`config.mk`:
```
export PLATFORM = sky130hd
export DESIGN_NAME = seq_divider
export DESIGN_NICKNAME = d
export VERILOG_FILES = /design/src/rtl/seq_divider.sv
export SDC_FILE = /design/constraint.sdc
export NUM_CORES = 1
export LEC_CHECK = 0
export ABC_AREA = 0
export ABC_CLOCK_PERIOD_IN_PS = 1600
export CAP_MARGIN = 15
export CORE_MARGIN = 2
export CORE_UTILIZATION = 52
export CTS_BUF_LIST = sky130_fd_sc_hd__clkbuf_4 sky130_fd_sc_hd__clkbuf_8 sky130_fd_sc_hd__clkbuf_16
export CTS_CLUSTER_SIZE = 24
export DETAILED_ROUTE_END_ITERATION = 10
export PLACE_DENSITY = 0.8
export SLEW_MARGIN = 0
export SYNTH_ARGS = -nofsm -noshare
export SYNTH_HDL_FRONTEND = slang
export SYNTH_SLANG_ARGS = --single-unit
```
`constraint.sdc`:
```
create_clock -name clk -period 1.6 [get_ports clk]
set_input_delay 0.32 -clock clk [delete_from_list [all_inputs] [get_ports clk]]
set_output_delay 0.32 -clock clk [all_outputs]
set_load 0.005 [all_outputs]
```
`src/rtl/seq_divider.sv`:
```
// rtl/seq_divider.sv - multi-cycle unsigned restoring divider, one quotient bit per clock
// Optional DZ flag and divide-by-zero fast path under `DIV_ZERO_FLAG_EN.
module seq_divider #(
    parameter int DW = 4,
    parameter int VW = 2
) (
    input  logic          clk,
    input  logic          rst_n,
    input  logic          start,
    input  logic [DW-1:0] a,
    input  logic [VW-1:0] b,
    output logic [DW-1:0] q,
    output logic [VW-1:0] r,
    output logic          busy,
`ifdef DIV_ZERO_FLAG_EN
    output logic          dz,
`endif
    output logic          done
);

    localparam int SW = (DW > 1) ? $clog2(DW) : 1;

    localparam logic [1:0] ST_IDLE = 2'd0;
    localparam logic [1:0] ST_RUN  = 2'd1;
    localparam logic [1:0] ST_FIN  = 2'd2;

    logic [1:0]    state;
    logic [DW-1:0] dvd;
    logic [VW-1:0] dvs;
    logic [VW-1:0] a_low;
    logic [VW-1:0] part;
    logic [DW-1:0] quo;
    logic [SW-1:0] step;
    logic          zero_div;

    logic [VW:0]   trial;
    logic          fits;
    logic          accept;

    // The partial remainder is always below the divisor, so VW bits suffice
    // between steps; only the shifted trial value needs the extra bit.
    always_comb begin
        trial  = {part, dvd[DW-1]};
        fits   = (trial >= {1'b0, dvs});
        accept = start && ((state == ST_IDLE) || (state == ST_FIN));
    end

    always_ff @(posedge clk or negedge rst_n) begin
        if (!rst_n) begin
            state    <= ST_IDLE;
            dvd      <= '0;
            dvs      <= '0;
            a_low    <= '0;
            part     <= '0;
            quo      <= '0;
            step     <= '0;
            zero_div <= 1'b0;
            q        <= '0;
            r        <= '0;
            busy     <= 1'b0;
            done     <= 1'b0;
`ifdef DIV_ZERO_FLAG_EN
            dz       <= 1'b0;
`endif
        end else begin
            done <= 1'b0;
`ifdef DIV_ZERO_FLAG_EN
            dz   <= 1'b0;
`endif
            case (state)
                ST_IDLE: begin
                    state <= ST_IDLE;
                end
                ST_RUN: begin
                    dvd  <= {dvd[DW-2:0], 1'b0};
                    part <= fits ? VW'(trial - {1'b0, dvs}) : VW'(trial);
                    quo  <= {quo[DW-2:0], fits};
                    if (step == '0) begin
                        state <= ST_FIN;
                        busy  <= 1'b0;
                    end else begin
                        step <= step - 1'b1;
                    end
                end
                ST_FIN: begin
                    done  <= 1'b1;
                    q     <= zero_div ? '1 : quo;
                    r     <= zero_div ? a_low : part;
`ifdef DIV_ZERO_FLAG_EN
                    dz    <= zero_div;
`endif
                    state <= ST_IDLE;
                end
                default: begin
                    state <= ST_IDLE;
                    busy  <= 1'b0;
                end
            endcase

            // Acceptance overrides the FIN->IDLE return so back-to-back works.
            if (accept) begin
                dvd      <= a;
                dvs      <= b;
                a_low    <= a[VW-1:0];
                part     <= '0;
                quo      <= '0;
                step     <= SW'(DW - 1);
                zero_div <= (b == '0);
`ifdef DIV_ZERO_FLAG_EN
                if (b == '0) begin
                    state <= ST_FIN;
                    busy  <= 1'b0;
                end else begin
                    state <= ST_RUN;
                    busy  <= 1'b1;
                end
`else
                state    <= ST_RUN;
                busy     <= 1'b1;
`endif
            end
        end
    end

endmodule
```
=== After elaboration in Yosys (flattened, before gate mapping) ===
Index checks and enable logic that the tools add are counted.

* Magnitude comparators: 1
* Mux-type cells: 19
* Reductions and logical operators: 9
* Eq/ne operators: 5
* Add/sub/neg operators: 2

{| class="wikitable"
|+ Operator list
! operator !! number
|-
| 2-bit two-way mux || 10
|-
| 4-bit two-way mux || 5
|-
| 2-bit zero test || 3
|-
| 2-bit AND reduction || 2
|-
| 3-bit by 2-bit greater-or-equal comparator with 1-bit output || 1
|-
| 1-bit two-way mux || 3
|-
| 3-bit inequality test (second input constant) || 1
|-
| 2-bit by 1-bit == test with 1-bit output (second input constant) || 1
|-
| 2-bit == test (second input constant) || 1
|-
| 2-bit by 1-bit inequality test with 1-bit output (second input constant) || 1
|-
| 2-bit inequality test (second input constant) || 1
|-
| 1-bit case mux with 2 select lines || 1
|-
| 2-bit nonzero test || 1
|-
| 2-bit OR reduction || 1
|-
| 2-bit by 1-bit subtractor with 2-bit output (second input constant) || 1
|-
| 2-bit subtractor || 1
|-
| 1-bit logical AND || 1
|-
| 1-bit logical OR || 1
|}

* Register bits after elaboration: 27
* Input port bits: 9
* Output and inout bits: 8

=== Longest topological paths before layout ===
Gate-level depths: netlist (run 1).

* Depth in word-level cells: 5
* Mapped depth: 6

=== Worst setup path before layout (run 1) ===
Ideal clock, no wire load.

* Kind: flip-flop to flip-flop
* Start: register dvd[3]
* End: register part[1]
* Clock period less this slack: 1.484 ns
* Buffers on the path: 0
* Data arrival time: 1.361 ns
* Data required time: 1.477 ns
* Setup time: 0.123 ns
* Setup slack: 0.116 ns
* Stages on the path, launching flop included: 7
* Path through: dfrtp_1 -> inv_1 -> ha_1 -> nand2b_4 -> a211oi_4 -> mux2i_1 -> o21ai_2

* Longest elaborated chain between the ends: 4

{| class="wikitable"
|+ Ends and longest elaborated chain
! what !! RTL line !! text
|-
| start: declaration || 28 || <nowiki>logic [DW-1:0] dvd;</nowiki>
|-
| start signal: assignment || 75 || <nowiki>dvd <= {dvd[DW-2:0], 1'b0};</nowiki>
|-
| 3-bit by 2-bit greater-or-equal comparator with 1-bit output / 2-bit subtractor (equally long branches) || 44, 76 ||
|-
| 2-bit two-way mux * || 76 || <nowiki>part <= fits ? VW'(trial - {1'b0, dvs}) : VW'(trial);</nowiki>
|-
| 2-bit two-way mux * || 70 || <nowiki>case (state)</nowiki>
|-
| 2-bit two-way mux * || 101 || <nowiki>if (accept) begin</nowiki>
|-
| end signal: assignment || 76 ||
|-
| end: declaration || 31 || <nowiki>logic [VW-1:0] part;</nowiki>
|}

Mark *: on every way between the ends. The rest lies on a longest branch, timed or not. The select of a mux whose other input is x is not followed.
A chain may end at the register's enable or synchronous reset.

=== Worst setup path in the final report (run 1) ===
Ends and elaborated chain as after synthesis.

==> results by group, run 1 <==
Outcome
  • Result of the run: complete, but fails checks
  • Violations in the final reports: setup timing

Detailed routing
  • DRC: 0
  • Vias per Instance: 5.36
  • Total number of vias: 868
  • Final antenna-violating net count: 0
  • Violation count after the first detailed-routing iteration: 4
  • Wire length per cell: 14.1 um
  • Total wire length after detailed routing: around 2300 um
  • Drt pass-1 iters: 4

Placement
  • Setup slack at placement: -0.0348 ns
  • Quantity of I/O buffers inserted on ports: 16
  • Weighted congestion reported at the end of routability-driven placement: 0.741
  • Number of placed instances with taps included: 155
  • Hpwl dp: between 1500 and 2000 um

STA
  • Highest clock rate: approximately 620 MHz
  • Final Max Slew Viols: 0
  • Worst-case setup margin in the final layout: -0.00467 ns
  • Final-report setup violation count: 1
  • Unrepaired setup endpoints after global routing: true
  • Rel. slew slack: 72.6%
  • Worst clock skew: 0.00765 ns
  • Final Hold Fails: 0
  • Transition at the pin with the smallest max-transition slack: 0.411 ns
  • Final critical-path required period: 1.60 ns
  • Final worst-path cycle share: 100%

Global route
  • Largest net degree at the start of global routing: 28
  • Remaining global-route overflow: 0
  • Number of global-route vias before repair: between 800 and 900
  • Antenna violations before repair: 0
  • Wire length of the first global-routing pass: 3800 um
  • GRT Overall Usage: 19.6%

Logic synthesis
  • Warnings from Yosys: 0
  • Gate count of the mapped netlist: 112
  • Mean cell area of the mapped netlist: between 10 and 15 sq um
  • Number of enable-type register cells in the synthesized netlist: 0
  • Post-synthesis mux area share: 2.58%
  • Count of distinct cell types in the synthesized netlist: 27
  • Register area share after synthesis: 57.9%
  • Complex-gate fraction of the synthesized area: between 10% and 20%
  • Largest cells by area after synthesis: dfrtp_1 58%, nand2_1 8.7%, o21ai_0 5.2%, ha_1 3.2%, mux2i_1 2.6%
  • FF+latch count, synth: 27
  • Most used flip-flop cell after synthesis: dfrtp_1
  • Area share of the largest cell type after synthesis: 57.9%
  • Adder-cell share of the synthesized area: 3.22%
  • Share of flip-flops with an asynchronous set or reset after synthesis: 100%
  • Most common library cells after synthesis: 27 x dfrtp_1, 27 x nand2_1, 12 x o21ai_0
  • Xor-xnor portion of the synthesized cell area: 0.751%
  • Post-synthesis instance area: 0.00117 sq mm
  • Syn nets: 124
  • Basic-gate share of the synthesized area counting and, or, nand and nor cells: a little under a fifth
  • Dominant combinational cell family by area after synthesis: simple AND/OR/NAND/NOR gates
  • Biggest area consumer among synthesized cells: dfrtp_1

Final layout
  • Antenna Cells: 0
  • Count of non-filler cells in the finished layout: ~160
  • Area of combinational cells with multiple inputs: roughly 470 sq um
  • Fraction of final layout cells with drive strength greater than 1: 14.2%
  • Area overhead of the layout relative to synthesis: 23.5%
  • Storage cell area: 676 sq um
  • Total of fill cells in the finished design: 196
  • # nets final: 147

Job
  • # Max-Cap Violations: 0

Floorplanning
  • I/O pin count: 17
  • Number of placement rows: 17
  • Area inside the core boundary: 0.00217 sq mm
  • Die Ht: 51.4 um
  • Initial core utilization: 53.7%
  • Width of the chip: 51.4 um
  • Overall die area: ~0.0026 sq mm

Power
  • Power spent charging and discharging nets: 1.12 mW
  • IR Drop Worst-Case VDD: 1.20 mV
  • Seq pwr share: 40.7%
  • Logic gate share of total power: 48.7%
  • Switching Fraction: 37.3%
  • Internal cell power: about 1.9 mW
  • Pwr Density: 2080 mW/mm^2
  • Leak Pwr: around 0.67 nW
  • Relative contribution of the clock network to total power: 10.6%

Clock network
  • Total clock buffers created by CTS: 3
  • Clock tree from TritonCTS: yes
  • Cell chosen for the clock root: clkbuf_4
  • Post-CTS Hold Fix Bufs: 0
  • Sinks on Clock Net: 27
  • Clock latency of the later-clocked register in the worst-skew pair: 0.33 ns
  • CTS HTree Levels: 1
  • Max Buffers Root-to-Sink: 2
  • Clock slew at reported path FFs: about 0.15 ns

Critical path
  • CP Max Fanout: 3
  • Crit Reg-Reg Startpoint: dvd[3]
  • Required time at the endpoint of the critical path: 1.83 ns
  • Critical path launch point type: flip-flop
  • Element type at the critical path end: flip-flop
  • Critical path startpoint: dvd[3]
  • Start-to-end type of the worst setup path: flip-flop to flip-flop
  • Data arrival at the endpoint of the critical path: ~1.8 ns

Worst hold path
  • Type of the most critical hold path: input pin to async pin
==> registers in the layout (all words and copies together), names as in the netlist <==
| register | flops |
|---|---|
| dvd | 4 |
| q | 4 |
| busy | 1 |
| zero_div | 1 |
| step | 2 |
| r | 2 |
| dvs | 2 |
| quo | 4 |
| part | 2 |
| a_low | 2 |
| done | 1 |
| state | 2 |
==> what timing repair did <==
action | in CTS | in global routing
endpoints found under the hold margin | 0 | 0
resized for setup | 0 | 5
setup endpoints to repair | 1 | 2
pin swaps | 1 | 3
setup buffers | 1 | 2
==> through the flow <==
stage	utilization (%)	setup TNS, ns	total power, mW	instance area [sq um]	hold slack (ns)
floorplan	-	0	2.07	1170	0.0244
global placement	63.0	0	2.43	1370	0.460
detailed placement	63.0	-0.0348	2.52	1370	0.467
CTS	64.7	0	2.86	1400	0.354
global route	66.4	-0.121	3.24	1440	0.374
finish	66.4	-0.00467	3.00	1440	0.340
==> worst paths after layout <==
| check | end | slack (ns) | cells past startpoint |
|---|---|---|---|
| worst max-delay path | part[1] | -0.005 | 6 |
| worst min-delay path | a_low[0] | 0.34 | 2 |
| worst max register to register | part[1] | -0.005 | 6 |
| worst min register to register | q[1] | 0.50 | 2 |
| max in group asynchronous | dvs[0] | 1.00 | 2 |
| min in group clk | q[1] | 0.50 | 2 |
==> power by group through the flow <==
stage	logic (mW)	registers (mW)	clock network (mW)
after global placement	1.22	1.21	0
after global routing	1.63	1.26	0.352
final	1.46	1.22	0.318
after CTS	1.33	1.21	0.322
after detailed placement	1.29	1.23	0
after floorplan	0.900	1.17	0
==> metal layers <==
layer | share of wire [%] | vias to the layer above | track usage [%]
met2 | 52 | 18 | 35.5
met1 | 41 | 428 | 22.8
li1 | - | 416 | -
met3 | 4.3 | 6 | 2.92
met5 | 0 | - | 0
met4 | 2.2 | 0 | 8.77
==> critical path, stage by stage (launching register included) <==
cell,delay [ns]
dfrtp_1,0.43
inv_2,0.09
ha_4,0.20
nand2b_4,0.14
a211oi_4,0.31
mux2i_2,0.26
o21ai_2,0.07
==> cell type report <==
type                            count  area share (%)
Clock buffer                        4            2.09
Multi-Input combinational cell     75            32.5
Tap cell                           28            2.43
Sequential cell                    27            46.9
Timing Repair Buffer               23            14.8
Inverter                            5            1.30
==> cells in the final DEF, fill, tap and decap left out <==
master,Yosys,layout
nand2b_4,1,1
nand3_1,3,2
o31ai_1,1,1
or3_1,1,1
nor2_1,6,6
o311ai_0,2,1
ha_4,0,1
o311ai_1,0,1
o21ai_2,1,1
nand2_1,27,27
inv_1,5,4
xnor2_1,1,1
mux2i_2,0,1
and2_1,1,1
clkbuf_4,0,4
a22oi_1,1,1
mux2i_1,3,2
clkdlybuf4s50_1,0,16
a22o_1,3,3
nand2b_1,3,3
nor2_4,1,1
nor2b_1,2,2
nand3_2,0,1
inv_2,0,1
a211oi_4,1,1
dfrtp_1,27,27
a221o_1,1,1
nor3_1,1,1
ha_1,3,2
buf_4,1,7
o21ai_0,12,12
==> cells by family after synthesis <==
logic type                 count (synthesis)
DFF                                       27
buffers and inverters                     10
xor gates and xnor gates                   1
muxes                                      3
AOI/OAI and AO/OA                         22
adders and majority gates                  3
and+or+nand+nor                           46
Note: power is estimated with default switching activity, not from simulation.
==> run 2: changes to the inputs <==
--- a/config.mk
+++ b/config.mk
@@ -8,7 +8,7 @@
 export ABC_AREA = 0
 export ABC_CLOCK_PERIOD_IN_PS = 1600
 export CAP_MARGIN = 15
-export CORE_MARGIN = 2
+export CORE_MARGIN = 10
 export CORE_UTILIZATION = 52
 export CTS_BUF_LIST = sky130_fd_sc_hd__clkbuf_4 sky130_fd_sc_hd__clkbuf_8 sky130_fd_sc_hd__clkbuf_16
 export CTS_CLUSTER_SIZE = 24
==> results by group, run 2 (synthesized netlist as in run 1, its figures left out) <==
Floorplanning
  • Area inside the core boundary: 0.00217 sq mm (unchanged)
  • Overall die area: 0.00454 sq mm (+72%)
  • Number of placement rows: 17 (unchanged)
  • Initial core utilization: 53.7% (unchanged)
  • I/O pin count: 17 (unchanged)
  • Die Ht: 67.4 um (+31%)
  • Width of the chip: 67.4 um (+31%)

Critical path
  • Critical path's largest stage delay: 0.42 ns (about the same)
  • Required time at the endpoint of the critical path: 1.81 ns (-0.02 ns)
  • Start-to-end type of the worst setup path: flip-flop to flip-flop
  • Critical path launch point type: flip-flop
  • Data arrival at the endpoint of the critical path: 1.78 ns (-0.05 ns)
  • Ordered cell list for the critical path: inv_2, ha_4, nand2b_4, a211oi_4, buf_4, buf_4, o311ai_2
  • Kind of cell with the highest combined delay on the critical path: flip-flops
  • Crit-path most repeated cell: buf_4
  • Library cell contributing the largest single delay on the critical path: dfrtp_1
  • CP Max Fanout: 3 (unchanged)
  • Element type at the critical path end: flip-flop
  • Total buffers and inverters traversed by the critical path: 3 (+2)

Clock network
  • Clock tree from TritonCTS: yes
  • Clock slew at reported path FFs: 0.14 ns (about the same)
  • Total clock buffers created by CTS: 3 (unchanged)
  • Clock latency of the later-clocked register in the worst-skew pair: 0.33 ns (about the same)
  • Post-CTS Hold Fix Bufs: 0 (unchanged)
  • Cell chosen for the clock root: clkbuf_4
  • CTS HTree Levels: 1 (unchanged)
  • Sinks on Clock Net: 27 (unchanged)
  • Max Buffers Root-to-Sink: 2 (unchanged)

Final layout
  • Fraction of final layout cells with drive strength greater than 1: 14.1% (-0.11 points)
  • Antenna Cells: 0 (unchanged)
  • Storage cell area: 676 sq um (unchanged)
  • Top Registers: dvd (4), q (4), quo (4)
  • Commonest cells after routing, fill and taps aside: 27 x nand2_1, 27 x dfrtp_1, 15 x clkdlybuf4s50_1
  • Area overhead of the layout relative to synthesis: 24.2%
  • Post-route standard cell area excluding fillers: 0.00145 sq mm (+0.61%)
  • # nets final: 148 (+0.68%)
  • Total of fill cells in the finished design: 191 (-2.6%)
  • Area of combinational cells with multiple inputs: 467 sq um (-0.27%)

STA
  • Highest clock rate: 636 MHz (+2.0%)
  • Final Max Slew Viols: 0 (unchanged)
  • Final critical-path required period: 1.57 ns (-0.0321 ns)
  • Worst clock skew: 0.00554 ns (-0.00211 ns)
  • Final-report setup violation count: 0 (-1)
  • Transition at the pin with the smallest max-transition slack: 0.409 ns (-0.00196 ns)
  • Final worst-path cycle share: 98.3% (-2.0 points)
  • Final Hold Fails: 0 (unchanged)
  • Rel. slew slack: 72.7% (+0.13 points)

Global route
  • Largest net degree at the start of global routing: 28 (unchanged)
  • Wire length of the first global-routing pass: 4030 um (+6.0%)
  • Remaining global-route overflow: 0 (unchanged)
  • Number of global-route vias before repair: 886 (-0.67%)
  • Antenna violations before repair: 0 (unchanged)
  • GRT Overall Usage: 11.6% (-8.0 points)

Detailed routing
  • Wire length per cell: 15.1 um (+6.6%)
  • Violation count after the first detailed-routing iteration: 30 (+26)
  • Drt pass-1 iters: 4 (unchanged)
  • DRC: 0 (unchanged)
  • Vias per Instance: 5.29 (-1.2%)
  • Final antenna-violating net count: 0 (unchanged)
  • Total wire length after detailed routing: 2460 um (+7.3%)
  • Total number of vias: 863 (-0.58%)

Placement
  • Placement Cell Area: 0.00137 sq mm (unchanged)
  • Quantity of I/O buffers inserted on ports: 16 (unchanged)
  • Hpwl dp: 1800 um (+18%)
  • Weighted congestion reported at the end of routability-driven placement: 0.728 (-1.7%)

Worst hold path
  • Type of the most critical hold path: input pin to async pin

Power
  • Total power of the final layout: 3.04 mW (+1.6%)
  • Pwr Density: 2100 mW/mm^2 (+0.97%)
  • IR Drop Worst-Case VDD: 1.26 mV (+4.8%)
  • Leak Pwr: 0.686 nW (+1.7%)

Job
  • # Max-Cap Violations: 0 (unchanged)

Outcome
  • Result of the run: complete, no violations
==> run 2: cell count changes in the layout (fill, tap and decap cells not counted) <==
| cell | change |
|---|---|
| nand3_1 | +1 |
| buf_4 | +1 |
| clkdlybuf4s50_1 | -1 |
| o311ai_2 | +1 |
| nand3_2 | -1 |
| dlymetal6s2s_1 | +1 |
| mux2i_1 | +1 |
| o311ai_1 | -1 |
| mux2i_2 | -1 |
==> run 2: worst register-to-register path, delay by kind of cell (launching register included) <==
kind	cells	cell delay, ns
flops	1	0.42
buf+inv	3	0.35
compound gates	2	0.33
fa+ha+maj	1	0.21
simple gates	1	0.14
==> run 2: report_power, final <==
group	internal (mW)	switching (mW)
Sequential	0.995	0.231
Combinational	0.807	0.697
Clock	0.115	0.199
==> run 2: path summary, 6_finish.rpt <==
check | start | slack (ns) | cells past startpoint | end
worst max-delay path | dvd[3] | 0.03 | 7 | part[0]
worst min register to register | r[1] | 0.49 | 2 | r[1]
worst min-delay path | rst_n | 0.35 | 2 | dvs[1]
max in group asynchronous | rst_n | 1.01 | 2 | q[3]
worst max register to register | dvd[3] | 0.03 | 7 | part[0]
min in group clk | r[1] | 0.49 | 2 | r[1]
==> run 2: repair_timing <==
| action | 4_1_cts | 5_1_grt |
|---|---|---|
| gates resized for setup | 0 | 5 |
| buffers inserted | 0 | 4 |
| setup endpoints to repair | 1 | 3 |
| cloned | 0 | 0 |
| pin swaps | 1 | 2 |
==> run 2: cell type report <==
cell class / instances / share of cell area, %
flip-flops and latches: 27 / 46.6
clock buffers: 4 / 2.07
repair buffers: 24 / 15.4
well taps: 28 / 2.42
multi-input cells: 75 / 32.2
inverters: 5 / 1.30
==> run 2: per-stage QoR <==
stage / std cells / worst slack, ns / TNS (ns) / hold WS, ns / util (%)
after floorplan: 112 / 0.116 / 0 / 0.0244 / -
after global placement: 155 / 0.0513 / 0 / 0.460 / 63.0
after detailed placement: 155 / -0.0133 / -0.0167 / 0.468 / 63.0
after CTS: 159 / 0.000674 / 0 / 0.359 / 64.4
after global routing: 163 / -0.0103 / -0.0144 / 0.368 / 66.8
final: 163 / 0.0275 / 0 / 0.347 / 66.8
==> run 2: routing by layer <==
metal | part of all wire [%] | vias to the layer above | wire length (um) | global-route usage [%]
li1 | - | 421 | - | -
met1 | 37 | 414 | 906 | 11.8
met2 | 52 | 19 | 1270 | 21.0
met3 | 7.2 | 9 | 177 | 3.31
met4 | 4.0 | 0 | 99 | 6.15
met5 | 0 | - | 0 | 0
